`src/rtl/voice_mix_pkg.sv`:
```
// Shared types and helpers for the stereo voice mixer.
// Optional clip-hold LED behaviour is enabled by VOICE_MIX_CLIP_HOLD_EN.
package voice_mix_pkg;

  typedef enum logic [2:0] {
    S_IDLE,
    S_REQ,
    S_WAIT,
    S_MIX,
    S_SAT,
    S_DONE
  } state_t;

  localparam logic [1:0] PAN_BOTH  = 2'b00;
  localparam logic [1:0] PAN_LEFT  = 2'b01;
  localparam logic [1:0] PAN_RIGHT = 2'b10;
  localparam logic [1:0] PAN_MUTE  = 2'b11;

  localparam int CLIP_HOLD_FRAMES = 256;

  function automatic int acc_width(input int sw, input int nv);
    return sw + $clog2(nv) + 1;
  endfunction

  function automatic logic signed [31:0] saturate(
    input logic signed [31:0] v,
    input int                 w
  );
    logic signed [31:0] hi;
    logic signed [31:0] lo;
    hi = (32'sd1 <<< (w - 1)) - 32'sd1;
    lo = -(32'sd1 <<< (w - 1));
    if (v > hi) return hi;
    if (v < lo) return lo;
    return v;
  endfunction

endpackage

```
`src/rtl/voice_mix_unit_scale.sv`:
```
// Signed sample times unsigned volume, arithmetic shift back to sample width.
// Output cannot overflow: |sample| * (2^VOL_W-1) / 2^VOL_W < 2^(SAMPLE_W-1).
module voice_mix_unit_scale #(
  parameter int SAMPLE_W = 16,
  parameter int VOL_W    = 4
) (
  input  logic signed [SAMPLE_W-1:0] sample,
  input  logic        [VOL_W-1:0]    vol,
  output logic signed [SAMPLE_W-1:0] scaled
);

  localparam int PW = SAMPLE_W + VOL_W + 1;

  logic signed [PW-1:0] prod;
  logic signed [PW-1:0] shifted;

  always_comb begin
    prod    = PW'(sample) * PW'($signed({1'b0, vol}));
    shifted = prod >>> VOL_W;
    scaled  = shifted[SAMPLE_W-1:0];
  end

endmodule

```
`src/rtl/voice_mix_unit.sv`:
```
// Time-multiplexed N-voice stereo mixer feeding the AC97 codec.
// Define VOICE_MIX_CLIP_HOLD_EN to stretch clip for a visible LED.
module voice_mix_unit
  import voice_mix_pkg::*;
#(
  parameter int NUM_VOICES = 4,
  parameter int SAMPLE_W   = 16,
  parameter int VOL_W      = 4
) (
  input  logic                           clk,
  input  logic                           reset,
  input  logic                           new_frame,
  input  logic [NUM_VOICES*SAMPLE_W-1:0] voice_sample,
  input  logic [NUM_VOICES-1:0]          voice_ready,
  input  logic [NUM_VOICES*VOL_W-1:0]    voice_vol,
  input  logic [2*NUM_VOICES-1:0]        voice_pan,
  output logic                           generate_next,
  output logic signed [SAMPLE_W-1:0]     left_out,
  output logic signed [SAMPLE_W-1:0]     right_out,
  output logic                           new_sample,
  output logic                           clip,
  output logic                           overrun
);

  localparam int AW = acc_width(SAMPLE_W, NUM_VOICES);
  localparam int IW = $clog2(NUM_VOICES);

  state_t state;
  state_t state_nx;

  logic [NUM_VOICES-1:0]                mask;
  logic [NUM_VOICES-1:0][SAMPLE_W-1:0]  lat;
  logic [IW-1:0]                        idx;
  logic signed [AW-1:0]                 acc_l;
  logic signed [AW-1:0]                 acc_r;
  logic                                 clip_frame;

  logic signed [SAMPLE_W-1:0] cur_sample;
  logic        [VOL_W-1:0]    cur_vol;
  logic        [1:0]          cur_pan;
  logic signed [SAMPLE_W-1:0] scaled;
  logic                       last_idx;
  logic signed [31:0]         ext_l;
  logic signed [31:0]         ext_r;
  logic signed [31:0]         sat_l;
  logic signed [31:0]         sat_r;

  always_comb begin
    cur_sample = $signed(lat[idx]);
    cur_vol    = voice_vol[idx*VOL_W +: VOL_W];
    cur_pan    = voice_pan[idx*2 +: 2];
    last_idx   = (idx == IW'(NUM_VOICES - 1));
    ext_l      = 32'(acc_l);
    ext_r      = 32'(acc_r);
    sat_l      = saturate(ext_l, SAMPLE_W);
    sat_r      = saturate(ext_r, SAMPLE_W);
  end

  voice_mix_unit_scale #(
    .SAMPLE_W(SAMPLE_W),
    .VOL_W   (VOL_W)
  ) u_scale (
    .sample(cur_sample),
    .vol   (cur_vol),
    .scaled(scaled)
  );

  always_ff @(posedge clk or posedge reset) begin
    if (reset) state <= S_IDLE;
    else       state <= state_nx;
  end

  always_comb begin
    state_nx = state;
    case (state)
      S_IDLE: if (new_frame) state_nx = S_REQ;
      S_REQ:  state_nx = S_WAIT;
      S_WAIT: if (&(mask | voice_ready)) state_nx = S_MIX;
      S_MIX:  if (last_idx) state_nx = S_SAT;
      S_SAT:  state_nx = S_DONE;
      S_DONE: state_nx = S_IDLE;
      default: state_nx = S_IDLE;
    endcase
  end

  always_ff @(posedge clk or posedge reset) begin
    if (reset) begin
      mask       <= '0;
      lat        <= '0;
      idx        <= '0;
      acc_l      <= '0;
      acc_r      <= '0;
      left_out   <= '0;
      right_out  <= '0;
      clip_frame <= 1'b0;
      overrun    <= 1'b0;
    end else begin
      case (state)
        S_REQ: begin
          mask  <= '0;
          idx   <= '0;
          acc_l <= '0;
          acc_r <= '0;
        end
        S_WAIT: begin
          for (int i = 0; i < NUM_VOICES; i++) begin
            if (voice_ready[i]) begin
              lat[i]  <= voice_sample[i*SAMPLE_W +: SAMPLE_W];
              mask[i] <= 1'b1;
            end
          end
        end
        S_MIX: begin
          idx <= idx + 1'b1;
          if (cur_pan == PAN_BOTH || cur_pan == PAN_LEFT)
            acc_l <= acc_l + AW'(scaled);
          if (cur_pan == PAN_BOTH || cur_pan == PAN_RIGHT)
            acc_r <= acc_r + AW'(scaled);
        end
        S_SAT: begin
          left_out   <= sat_l[SAMPLE_W-1:0];
          right_out  <= sat_r[SAMPLE_W-1:0];
          clip_frame <= (sat_l != ext_l) || (sat_r != ext_r);
        end
        default: ;
      endcase
      if (new_frame && state != S_IDLE) overrun <= 1'b1;
    end
  end

`ifdef VOICE_MIX_CLIP_HOLD_EN
  logic       hold_q;
  logic [7:0] clean_cnt;

  // Hold restarts on every clipping frame; clears after a full clean run.
  always_ff @(posedge clk or posedge reset) begin
    if (reset) begin
      hold_q    <= 1'b0;
      clean_cnt <= '0;
    end else if (state == S_DONE) begin
      if (clip_frame) begin
        hold_q    <= 1'b1;
        clean_cnt <= '0;
      end else if (hold_q) begin
        clean_cnt <= clean_cnt + 8'd1;
        if (clean_cnt == 8'(CLIP_HOLD_FRAMES - 1)) hold_q <= 1'b0;
      end
    end
  end
`endif

  always_comb begin
    generate_next = (state == S_REQ);
    new_sample    = (state == S_DONE);
`ifdef VOICE_MIX_CLIP_HOLD_EN
    clip          = hold_q | ((state == S_DONE) & clip_frame);
`else
    clip          = (state == S_DONE) & clip_frame;
`endif
  end

endmodule

```
`config.mk`:
```
export PLATFORM = sky130hd
export DESIGN_NAME = voice_mix_unit
export DESIGN_NICKNAME = d
export VERILOG_FILES = /design/src/rtl/voice_mix_pkg.sv /design/src/rtl/voice_mix_unit_scale.sv /design/src/rtl/voice_mix_unit.sv
export SDC_FILE = /design/constraint.sdc
export NUM_CORES = 1
export LEC_CHECK = 0
export CORE_MARGIN = 2
export CORE_UTILIZATION = 35
export CTS_CLUSTER_DIAMETER = 40
export DETAILED_ROUTE_END_ITERATION = 8
export GPL_TIMING_DRIVEN = 1
export SETUP_SLACK_MARGIN = 0.3
export SYNTH_ARGS = -nofsm -noshare
export SYNTH_HDL_FRONTEND = slang
export SYNTH_SLANG_ARGS = --single-unit
```
`constraint.sdc`:
```
create_clock -name clk -period 19.55 [get_ports clk]
set_clock_uncertainty 0.2 [all_clocks]
set_input_delay 5.865 -clock clk [delete_from_list [all_inputs] [get_ports clk]]
set_output_delay 5.865 -clock clk [all_outputs]
set_load 0.01 [all_outputs]
```
Word level (Yosys, flattened, before mapping)
Cells that the tools add are included. W data, S select, Z words.

Register bits after elaboration: 145. Output and inout bits: 36.

Reductions and logical operators: 21. Add/subtract/negate cells: 3. Bitwise operators: 2. Shift operators: 2. $mul: 1. $lt $le $gt $ge: 5. Mux-type cells: 30. Equality and inequality tests: 19.

Operators by type and width (count): $mux W32 (8); $pmux W19 S2 (2); $ne A32 B19 Y1 (2); $add A19 B16 Y19 (2); $gt A19 B16 Y1 const B (2); $lt A19 B16 Y1 const B (2); $mux W19 (2); $bmux W16 S2 (1); $mul A16 B5 Y20 (1); $reduce_and A2 Y1 (10); $ne A2 B2 Y1 const B (9); $mux W16 (1); $shiftx A16 B5 Y4 (1); $pmux W3 S5 (1); $mux W1 (10); $mux W3 (3); $pmux W4 S2 (1); $shiftx A8 B4 Y2 (1); $eq A3 B2 Y1 const B (2); $eq A3 B3 Y1 const B (2); $eq A2 B2 Y1 const B (2); $or A4 B4 Y4 (1); $pmux W2 S2 (1); $reduce_and A4 Y1 (1); 12 further kinds (15).

Depth between registers and ports, before layout
Word-level depth: 7. Depth in mapped cells: 32. Depth with buffers taken out: 29.

Hierarchy
A second synthesis with hierarchy kept.

Cell total of the unflattened synthesis: 1035. Area, all modules: 10314.9 µm².

By module, submodules not included: voice_mix_unit (cells an instance 745, times used 1, area each 8056.5 µm²); voice_mix_unit_scale (cells an instance 290, times used 1, area each 2258.4 µm²).

Worst setup path before layout
Ideal clock, no wire load.

Kind: input to register. Start point: in voice_vol[14]. End point: reg acc_r[18]. Path buffers: 1. Arrival: 11856 ps. Library setup time: 79 ps. Setup slack: 7415 ps. Stages on the path: 28. Cells stage by stage: mux4_2 > clkbuf_1 > and2_1 > ha_1 > fa_1 > inv_1 > fa_1 > inv_1 > ha_1 > and3_1 > a21oi_1 > o21ai_0 > a21oi_4 > o21ai_1 > nand2_1 > a21boi_1 > o21a_1 > o21ai_0 > a221oi_1 > ha_1 > nor2b_1 > a41o_1 > o41ai_1 > o21a_1 > a211o_1 > xnor3_1 > nand2b_1 > mux2i_1.

Longest elaborated chain between the ends: 5.

Ends and longest elaborated chain: start, declared (line voice_mix_unit.sv:15) `input logic [NUM_VOICES*VOL_W-1:0] voice_vol,`; $shiftx A16 B5 Y4 (line voice_mix_unit.sv:50) `cur_vol = voice_vol[idx*VOL_W +: VOL_W];`; $mul A16 B5 Y20 (line voice_mix_unit_scale.sv:18) `prod = PW'(sample) * PW'($signed({1'b0, vol}));`; $add A19 B16 Y19 (line voice_mix_unit.sv:118) `acc_r <= acc_r + AW'(scaled);`; $mux W19 (line voice_mix_unit.sv:117) `if (cur_pan == PAN_BOTH || cur_pan == PAN_RIGHT)`; $pmux W19 S2 (line voice_mix_unit.sv:98) `case (state)`; end signal, assigned (line voice_mix_unit.sv:118); end, declared (line voice_mix_unit.sv:35) `logic signed [AW-1:0] acc_r;`.

Every way passes these cells. The select of a mux whose other input is x is not followed. A chain may end at the register's enable or synchronous reset.

Worst setup path in the final report
Same ends and word-level chain as after synthesis.

==> impl_metrics.toml <==
[drt]
route.detailed.drc = 0
ant_nets = 0
first_pass_iters = 4
detail_route.wl_per_cell_um = 15.9
detail_route.wirelength_um = 23700
drtIter0Drc = 335
vias = 7421
viasPerCell = 5.00

[die]
die_w_um = 173
ios = 131
dieArea_um2 = 29900
initial_core_util_pct = 35.7
core_um2 = 27900
die_y_um = 173
rows = 61

[cts]
cts_sinks = 145
cts_buffers = 17
htree_levels = 4
clk_pin_slew_worst_paths_ns = 0.07
worstSkewPairLatency_ns = 0.43
cts_resized = 0
hold_buffers = 0
ctsRootBufferMaster = "clkbuf_16"
cts.path.max_buffers = 2
cts_tree = "yes"
post_cts_buffers = 0

[critical_path]
critPathMaxFanout = 16
worstPathRequired_ns = 19.71
cpPeakStageDelay_ns = 0.63
critical_path_class = "input pin to flop"
cp-end-kind = "flop"
crit_slowest_cell = "mux4_2"
arrival_ns = 12.83
cp_common_cell = "ha_1"
start_kind = "input pin"
cp_num_buf_inv = 3
path_delay_family = "compound AO/OA/AOI/OAI gates"

[timing]
fmax_mhz = 78.9
holdWs_ns = 0.274
slew-limit-headroom_pct = 27.4
setup_tns_ns = 0
fin_crit_ns = 12.68
period_share_pct = 64.9
setup_viol = 0
setup_ws_ns = 6.87
worst_pin_slew_ns = 1.08
final_max_slew_viol_count = 0
rsz0062_at_grt = "no"
hold_violations = 0

[grt]
grt_overflow_total = 0
grt_antenna_before_repair = 0
grt_first_pass_wirelength_um = 39700
track_usage_pct = 16.3
grt_pass1_vias = 7610
grt_max_degree = 87

[logic_synthesis]
synthCells = 981
netlist_top_cells_area = "dfrtp_1 (36%), ha_1 (9.3%), mux2_2 (7.3%)"
yosysTopAreaCell = "dfrtp_1"
yosysSeqAreaShare_pct = 36.4
yosysMostFrequentCell = "dfrtp_1"
syn_area_um2 = 9970
synthTopCellsByCount = "dfrtp_1 (145), inv_1 (91), ha_1 (74)"
syn-num-nets = 1183
synth_ff_type = "dfrtp_1"
synth_seq_cells = 145
yosysTopAreaCellShare_pct = 36.4
synth_edf_count = 0
synthArstFlopShare_pct = 100
synth.avg_cell_area_um2 = 10.2
synth_warnings = 0
yosysUniqueCellTypes = 55

[place]
pre_cts_ws_ns = 6.39
portBuffers = 130
dpl-instance-area_um2 = 11600
dpl.hpwl_um = 17900
place_congestion = 0.840

[finish]
drive_above_1_share_pct = 11.9
nets = 1294
area_delta_synth_final_pct = 22.7
antenna_cells = 0
finalInstanceArea_um2 = 12200

[status]
outcome = "completed"

[job]
max-cap-violations = 0

[min_path]
min_path_type = "flop to flop"
==> placed cells by master, fill, tap and decap left out, types with 7 or more instances in the layout <==
cell / netlist / routed
a21oi_1: 63 / 63
fa_1: 33 / 33
nand3_1: 40 / 40
nor3_1: 19 / 19
nor4_1: 8 / 8
xor2_1: 15 / 15
a21o_1: 14 / 14
o21bai_1: 9 / 9
nand2_1: 42 / 42
nand4_1: 9 / 9
nor2b_1: 22 / 22
inv_1: 91 / 90
o21ai_0: 45 / 45
o21a_1: 7 / 7
and2_1: 50 / 50
o22a_1: 15 / 15
xnor2_1: 24 / 24
mux4_2: 21 / 21
nor2_1: 54 / 54
nand2b_1: 9 / 9
clkdlybuf4s50_1: 0 / 130
ha_1: 74 / 74
dfrtp_1: 145 / 145
clkbuf_16: 0 / 17
mux2_2: 65 / 65
==> worst register-to-register path: cells and delay by family, from the launching register on <==
family	cells	cell delay, ns
compound gates	12	2.56
buf+inv	3	0.52
xor+xnor	1	0.20
mux	2	0.92
simple gates	5	0.78
fa+ha+maj	5	2.11
flops	1	0.32
==> kinds of logic after synthesis <==
family	Yosys count	share of synthesized area, %
AND/OR/NAND/NOR	268	13.8
AO/OA/AOI/OAI	195	12.4
XOR/XNOR	40	3.65
buffers and inverters	135	5.18
flip-flops	145	36.4
adder cells (fa/ha/maj)	107	15.9
multiplexers	91	12.7
==> per-stage QoR <==
stage	utilization (%)	instances
6_report	43.8	1483
5_1_grt	43.8	1483
4_1_cts	43.8	1483
3_5_place_dp	41.6	1451
3_3_place_gp	41.6	1451
2_1_floorplan	-	981
==> routing by layer <==
metal | share of wire (%) | vias to the layer above | GRT usage (%)
met5 | 0 | - | 0
met4 | 1.0 | 0 | 4.24
met3 | 4.9 | 20 | 3.67
met2 | 46 | 158 | 26.4
met1 | 48 | 3593 | 21.9
li1 | - | 3650 | -
==> state kept, by name (all words and copies together), names as in the netlist <==
| name | cells |
|---|---|
| idx | 2 |
| mask | 4 |
| right_out | 16 |
| acc_l | 19 |
| state | 3 |
| left_out | 16 |
| overrun | 1 |
| lat | 64 |
| acc_r | 19 |
| clip_frame | 1 |
==> final timing paths <==
path                                     from         to  slack, ns  cells past startpoint
worst max-delay path            voice_vol[14]  acc_r[18]       6.87                     28
worst min-delay path                  overrun    overrun       0.27                      1
worst max register to register         idx[0]  acc_r[18]      11.87                     28
worst min register to register        overrun    overrun       0.27                      1
max in group asynchronous               reset     lat[4]      12.09                      3
min in group asynchronous               reset  acc_r[16]       5.78                      2
==> layout make-up <==
class | count | area, µm²
Inverter | 91 | 347
Clock buffer | 20 | 457
Multi-Input combinational cell | 701 | 5830
Sequential cell | 145 | 3630
Tap cell | 378 | 473
Fill cell | 2718 | 15700
Timing Repair Buffer | 136 | 1350
Clock inverter | 12 | 156
Power is not shown: default switching activity piles up to over one toggle a cycle in this logic, so the estimate is an artifact.
